--- src/rtl/mac_sequencer16.sv ---
// Job sequencer for one float16 MAC PE: clear, stream LEN operand pairs, drain, hand off result.
// Optional MAC_ZERO_SKIP_EN: suppress pe_en for +/-0 operands and count them on skip_cnt.
module mac_sequencer16 #(
  parameter int DATA_WIDTH = 16,
  parameter int LEN_WIDTH  = 10
) (
  input  logic                  clk,
  input  logic                  reset,
  input  logic                  start,
  input  logic [LEN_WIDTH-1:0]  len,
  output logic                  busy,
  input  logic                  in_valid,
  output logic                  in_ready,
  input  logic [DATA_WIDTH-1:0] in_a,
  input  logic [DATA_WIDTH-1:0] in_b,
  output logic                  pe_clr,
  output logic                  pe_en,
  output logic [DATA_WIDTH-1:0] pe_a,
  output logic [DATA_WIDTH-1:0] pe_b,
  input  logic [DATA_WIDTH-1:0] pe_result,
  output logic                  res_valid,
  input  logic                  res_ready,
  output logic [DATA_WIDTH-1:0] res_data
`ifdef MAC_ZERO_SKIP_EN
  ,
  output logic [LEN_WIDTH-1:0]  skip_cnt
`endif
);

  typedef enum logic [2:0] {IDLE, CLEAR, RUN, DRAIN, DONE} state_t;

  state_t               state, state_nxt;
  logic [LEN_WIDTH-1:0] remaining;
  logic                 drain_cnt;
  logic                 accept;
  logic                 fire;

  assign accept = in_valid & in_ready;

`ifdef MAC_ZERO_SKIP_EN
  logic zero_op;
  // Exponent+mantissa zero on either side means the product is +/-0.
  assign zero_op = ~|in_a[DATA_WIDTH-2:0] | ~|in_b[DATA_WIDTH-2:0];
  assign fire    = accept & ~zero_op;
`else
  assign fire    = accept;
`endif

  always_comb begin
    state_nxt = state;
    busy      = 1'b1;
    in_ready  = 1'b0;
    pe_clr    = 1'b0;
    res_valid = 1'b0;
    unique case (state)
      IDLE: begin
        busy = 1'b0;
        if (start) state_nxt = CLEAR;
      end
      CLEAR: begin
        pe_clr    = 1'b1;
        state_nxt = (remaining != '0) ? RUN : DRAIN;
      end
      RUN: begin
        in_ready = 1'b1;
        if (accept && remaining == LEN_WIDTH'(1)) state_nxt = DRAIN;
      end
      DRAIN: begin
        if (drain_cnt) state_nxt = DONE;
      end
      DONE: begin
        res_valid = 1'b1;
        if (res_ready) state_nxt = IDLE;
      end
      default: state_nxt = IDLE;
    endcase
  end

  always_ff @(posedge clk or negedge reset) begin
    if (!reset) begin
      state     <= IDLE;
      remaining <= '0;
      drain_cnt <= 1'b0;
      pe_en     <= 1'b0;
      pe_a      <= '0;
      pe_b      <= '0;
      res_data  <= '0;
    end else begin
      state     <= state_nxt;
      pe_en     <= fire;
      drain_cnt <= (state == DRAIN) ? ~drain_cnt : 1'b0;
      if (state == IDLE && start)
        remaining <= len;
      else if (accept && remaining != '0)
        remaining <= remaining - LEN_WIDTH'(1);
      if (fire) begin
        pe_a <= in_a;
        pe_b <= in_b;
      end
      // Second drain cycle: the final pe_en pulse has landed in the PE.
      if (state == DRAIN && drain_cnt)
        res_data <= pe_result;
    end
  end

`ifdef MAC_ZERO_SKIP_EN
  always_ff @(posedge clk or negedge reset) begin
    if (!reset)
      skip_cnt <= '0;
    else if (state == CLEAR)
      skip_cnt <= '0;
    else if (accept && zero_op)
      skip_cnt <= skip_cnt + LEN_WIDTH'(1);
  end
`endif

endmodule

--- config.mk ---
export PLATFORM = sky130hd
export DESIGN_NAME = mac_sequencer16
export DESIGN_NICKNAME = d
export VERILOG_FILES = /design/src/rtl/mac_sequencer16.sv
export SDC_FILE = /design/constraint.sdc
export NUM_CORES = 1
export LEC_CHECK = 0
export ABC_AREA = 1
export BUFFER_PORTS_ARGS = -buffer_cell sky130_fd_sc_hd__buf_2
export CORE_MARGIN = 5
export CORE_UTILIZATION = 45
export DETAILED_ROUTE_END_ITERATION = 16
export PLACE_DENSITY = 0.87
export SLEW_MARGIN = 30
export SYNTH_ARGS = -nofsm -noshare
export SYNTH_HDL_FRONTEND = slang
export SYNTH_SLANG_ARGS = --single-unit
--- constraint.sdc ---
create_clock -name clk -period 2.05 [get_ports clk]
set_input_delay 0.205 -clock clk [delete_from_list [all_inputs] [get_ports clk]]
set_output_delay 0.205 -clock clk [all_outputs]
set_load 0.03 [all_outputs]
Word level (Yosys, flattened, before mapping):

Index checks and enable logic that the tools add are counted.

* logic and storage cells: 40
* register bits after elaboration: 63

* muxes and demuxes: 13
* equality and inequality tests: 9
* reduce and logical (&&, ||, !) cells: 8
* add/subtract/negate cells: 1
* bitwise operators: 2

Operators by type and width (count)
* 10-bit two-way mux: 2
* 3-bit case mux with 5 select lines: 1
* 3-bit two-way mux: 4
* 10-bit by 1-bit == test with 1-bit output (second input constant): 1
* 10-bit nonzero test: 1
* 10-bit by 1-bit subtractor with 10-bit output (second input constant): 1
* 2-bit != test (second input constant): 4
* 3-bit by 2-bit == test with 1-bit output (second input constant): 2
* 1-bit two-way mux: 6
* 1-bit logical AND: 4
* 4-bit AND reduction: 1
* 3-bit by 1-bit == test with 1-bit output (second input constant): 1
* 3-bit == test (second input constant): 1
* 3-bit zero test: 1
* 2-bit nonzero test: 1
* 1-bit bitwise AND: 1
* 1-bit NOT: 1

Depth between registers and ports, before layout:

* depth in word-level cells: 6
* mapped depth: 10
* mapped depth without buffers: 10

Least setup slack after synthesis:

No wires, ideal clock.

* path kind: register to register
* start point: register remaining[0]
* end point: register remaining[2]
* path buffers: 1
* stages on the path, launching flop included: 11
* data arrival time: 1.430 ns
* setup slack: 0.494 ns
* clock period less this slack: 1.556 ns
* path through: dfrtp_1 > inv_1 > ha_1 > nand2_1 > nor2_1 > nand3_1 > nand2_4 > nand2_4 > buf_6 > nand2_1 > o21ai_0

* longest elaborated chain between the ends: 3

Ends and longest elaborated chain
* start, declared: RTL line 33 `logic [LEN_WIDTH-1:0] remaining;`
* start signal, assigned: RTL line 93 `remaining <= len;`
* start signal, assigned: RTL line 95 `remaining <= remaining - LEN_WIDTH'(1);`
* 10-bit by 1-bit subtractor with 10-bit output or 10-bit nonzero test (tied branches): RTL line 95, 94
* 10-bit two-way mux or 1-bit logical AND (tied branches): RTL line 94 `else if (accept && remaining != '0)`
* 10-bit two-way mux or 2-bit nonzero test (tied branches)

Parallel ways exist; a longest one is shown, timed or not. The select of a mux whose other input is x is not followed.
A chain may end at the register's enable or synchronous reset.

Worst setup path in the final report:

* start point: register remaining[0]
* end point: register remaining[9]

Same word-level chain as after synthesis.

==> metrics.md <==
| Metric | Value |
|---|---|
| Routed len/inst | `12.31 µm` |
| Top post-synthesis cells by count | `148 x sky130_fd_sc_hd__nand2_1, 63 x sky130_fd_sc_hd__dfrtp_1, 23 x sky130_fd_sc_hd__inv_1, 22 x sky130_fd_sc_hd__nor2_1, 15 x sky130_fd_sc_hd__nand3_1` |
| Half-perimeter wire length of the detailed placement result | `5021 µm` |
| Deepest level of the CTS H-tree | `3` |
| Final number of max-transition violations | `0` |
| Via count of the first global-routing pass | `2559` |
| Effective utilization at floorplan | `45.82%` |
| Reg-to-reg startpoint | `remaining[0]$_DFFE_PN0P_` |
| Critical path fanouts, max | `14` |
| Lkg Pwr | `2.154 nW` |
| Ys Warns | `0` |
| Vert. Die Dim | `90.18 µm` |
| Post-detailed-route count of antenna-violating nets | `0` |
| Transition time at the pin with the least slew margin | `891.5 ps` |
| Total Wirelength | `6537 µm` |
| Clock root cell | `sky130_fd_sc_hd__clkbuf_8` |
| Kind of capture point of the worst setup path | `flop` |
| VDD IR-drop max | `0.9451 mV` |
| Final hold vios | `0` |
| Post-Synthesis Cells | `328` |
| Total vias in the final route | `2512` |
| Width of the die | `90.18 µm` |
| Status | `complete, no violations` |
| Startpoint Class | `flop` |
| FF+latch count, synth | `63` |
| Clock network latency to the later pin of the worst-skew pair | `330 ps` |
| Fin crit period | `1764 ps` |
| Initial antenna violation count | `0` |
| Main synth FF type | `sky130_fd_sc_hd__dfrtp_1` |
| Aggregate global-route resource usage | `16.59%` |
| Clock tree from TritonCTS | `built` |
| Area share of the largest cell type after synthesis | `54.50%` |
| Complex-gate fraction of the synthesized area | `2.336%` |
| Top achievable clock speed | `0.5667 GHz` |
| Post-Route Skew | `10.59 ps` |
| Synth Area per Inst | `8.819 µm²` |
| Global-route wire length before repair | `11330 µm` |
| Top cells by area, synth | `sky130_fd_sc_hd__dfrtp_1 54%, sky130_fd_sc_hd__nand2_1 19%, sky130_fd_sc_hd__mux2_4 4.7%` |
| Reg-to-reg endpoint | `remaining[9]$_DFFE_PN0P_` |
| Startpoint-to-endpoint class of the critical path | `flop to flop` |
| Placed cells | `514` |
| Worst Setup SP | `remaining[0]$_DFFE_PN0P_` |
| Synth cell types | `25` |
| Mapped Nets | `393` |
| Final antenna diode count | `0` |
| Drt via density | `4.731` |
| Ys async rst share | `100.0%` |
| Cell type with the largest total area after synthesis | `sky130_fd_sc_hd__dfrtp_1` |
| Finish-stage setup viols | `0` |
| Post-synthesis to final-layout area growth | `28.55%` |
| Filler Cells Inserted | `595` |
| Share of the clock period used by the worst path | `86.07%` |
| Main combinational cell family by area after synthesis | `simple AND/OR/NAND/NOR gates` |
| Leading cell type by number of instances after synthesis | `sky130_fd_sc_hd__nand2_1` |
| Global route total overflow | `0` |
| DRC violation count after routing | `0` |
| Filler-free cell count of the finished design | `531` |
| Maximum number of pins on one net before global-route repair | `34` |
| Worst min-delay path category | `input port to flop` |
| Mux share of post-synthesis cell area | `7.396%` |
| Post-synth EDFFs | `0` |
| # Post-CTS Setup Buffers | `0` |
| Clock Tree Buf Depth | `2` |
| Sequential element share of the synthesized area | `54.50%` |
| R2r setup slk | `290 ps` |
| Setup repair after global routing missed its margin | `false` |
| CTS Buf Count | `9` |
| Routability Congestion | `0.8366` |
| I/O Pins | `116` |
| Total iterations of the first detailed-routing run | `5` |
| Clock net sink count | `63` |
| Post-synthesis xor/xnor area fraction | `0.3028%` |
| Layout Utilization | `58.90%` |
| Std cell rows | `29` |
| Simple-gate portion of the synthesized area | `29.33%` |
| Arrival time reported for the critical path endpoint | `2020 ps` |
| CP Data Required Time | `2300 ps` |
| Netlist Area Pre-Place | `2893 µm²` |
| Area inside the core boundary | `6314 µm²` |
| Clock-pin slew on the worst setup and hold paths | `70 ps` |
| Die outline area | `8132 µm²` |
| Share of cells above drive strength 1 | `35.24%` |
| Number of maximum-capacitance violations | `0` |
| Timing endpoint of the critical path | `remaining[9]$_DFFE_PN0P_` |
| Adder and majority cell fraction of the synthesized area | `0.8651%` |
| PortBufs | `115` |
| Number of design-rule violations left by the first detailed-router iteration | `37` |
| Cell area power density | `1725 nW/µm²` |
| Slew headroom | `40.50%` |
| Number of cell instances on the worst register-to-register path | `10` |
| Post-layout nets | `514` |
| Setup TNS | `0 ps` |
==> state kept, by name, indices dropped and copies added (netlist names) <==
name,flops
pe_a,16
pe_b,16
res_data,16
remaining,10
state,3
drain_cnt,1
pe_en,1
==> cells by family (layout without fill, tap and decap cells) <==
kind of cell    Yosys count  after routing
compound gates           13             13
simple gates            199            199
flops                    63             63
mux                      16             16
xor+xnor                  1              1
buf+inv                  34            160
fa+ha+maj                 2              2
==> routing by layer <==
| metal | vias to the layer above | global-route usage [%] | wire [µm] |
|---|---|---|---|
| li1 | 1259 | - | - |
| met2 | 73 | 28.41 | 3274 |
| met4 | 0 | 6.079 | 42 |
| met5 | - | 0 | 0 |
| met3 | 4 | 5.426 | 507 |
| met1 | 1176 | 19.31 | 2712 |
==> critical path, stage by stage (launching register included) <==
cell	delay [ps]
sky130_fd_sc_hd__dfrtp_1	430
sky130_fd_sc_hd__inv_1	140
sky130_fd_sc_hd__ha_1	240
sky130_fd_sc_hd__nand2_1	100
sky130_fd_sc_hd__nor2_1	130
sky130_fd_sc_hd__nand3_1	180
sky130_fd_sc_hd__nand2_4	150
sky130_fd_sc_hd__nand2_4	120
sky130_fd_sc_hd__nand2_1	80
sky130_fd_sc_hd__nand2_1	40
sky130_fd_sc_hd__nor2_1	70
==> through the flow <==
stage / worst slack [ps] / hold WS (ps) / power, mW / area, µm²
2_1_floorplan: 493.7 / -90.59 / 4.618 / 2893
3_3_place_gp: 315.3 / 139.9 / 5.431 / 3532
3_5_place_dp: 291.1 / 152.7 / 5.526 / 3532
4_1_cts: 278.6 / 63.83 / 6.500 / 3719
5_1_grt: 55.09 / 65.23 / 6.929 / 3719
6_report: 285.6 / 80.69 / 6.415 / 3719
==> cells in the final DEF, fill, tap and decap left out, types with 2 or more instances in the layout <==
cell type,count
sky130_fd_sc_hd__buf_2,115
sky130_fd_sc_hd__buf_4,4
sky130_fd_sc_hd__clkbuf_1,2
sky130_fd_sc_hd__clkbuf_8,11
sky130_fd_sc_hd__clkinv_2,2
sky130_fd_sc_hd__dfrtp_1,63
sky130_fd_sc_hd__ha_1,2
sky130_fd_sc_hd__inv_1,23
sky130_fd_sc_hd__mux2_2,7
sky130_fd_sc_hd__mux2_4,9
sky130_fd_sc_hd__nand2_1,148
sky130_fd_sc_hd__nand2_4,3
sky130_fd_sc_hd__nand3_1,15
sky130_fd_sc_hd__nand4_1,2
sky130_fd_sc_hd__nor2_1,22
sky130_fd_sc_hd__o21ai_0,11
sky130_fd_sc_hd__or2_2,2
==> worst min-delay path by stage <==
stage | from | endpoint | slack (ps) | cells past startpoint
floorplan | reset | drain_cnt$_DFF_PN0_ | -90 | 0
global placement | reset | pe_b[2]$_DFFE_PN0P_ | 140 | 1
detailed placement | reset | pe_b[2]$_DFFE_PN0P_ | 150 | 1
CTS | in_b[3] | pe_b[3]$_DFFE_PN0P_ | 60 | 3
global route | in_b[3] | pe_b[3]$_DFFE_PN0P_ | 70 | 3
finish | in_b[3] | pe_b[3]$_DFFE_PN0P_ | 80 | 3
==> timing repair <==
action	in CTS	in global routing
endpoints found under the hold margin	16	0
setup endpoints to repair	0	0
hold buffers	1	0
gates resized for setup	0	0
==> power breakdown <==
group          switching, mW  leakage [nW]  internal (mW)  total [mW]
Sequential             0.368         0.772           1.84        2.20
Combinational           2.20          1.29           1.06        3.26
Clock                  0.448        0.0894          0.502       0.949
==> cell type report <==
class                           count  area, µm²  share of cell area, %
Sequential cell                    63       1577                  42.40
Tap cell                           77      96.34                  2.591
Timing Repair Buffer              120      615.6                  16.55
Clock inverter                      3      17.52                 0.4711
Clock buffer                       13      158.9                  4.273
Multi-Input combinational cell    231       1164                  31.29
Inverter                           24      90.09                  2.423
No activity file was read; power rests on OpenSTA's default activity.
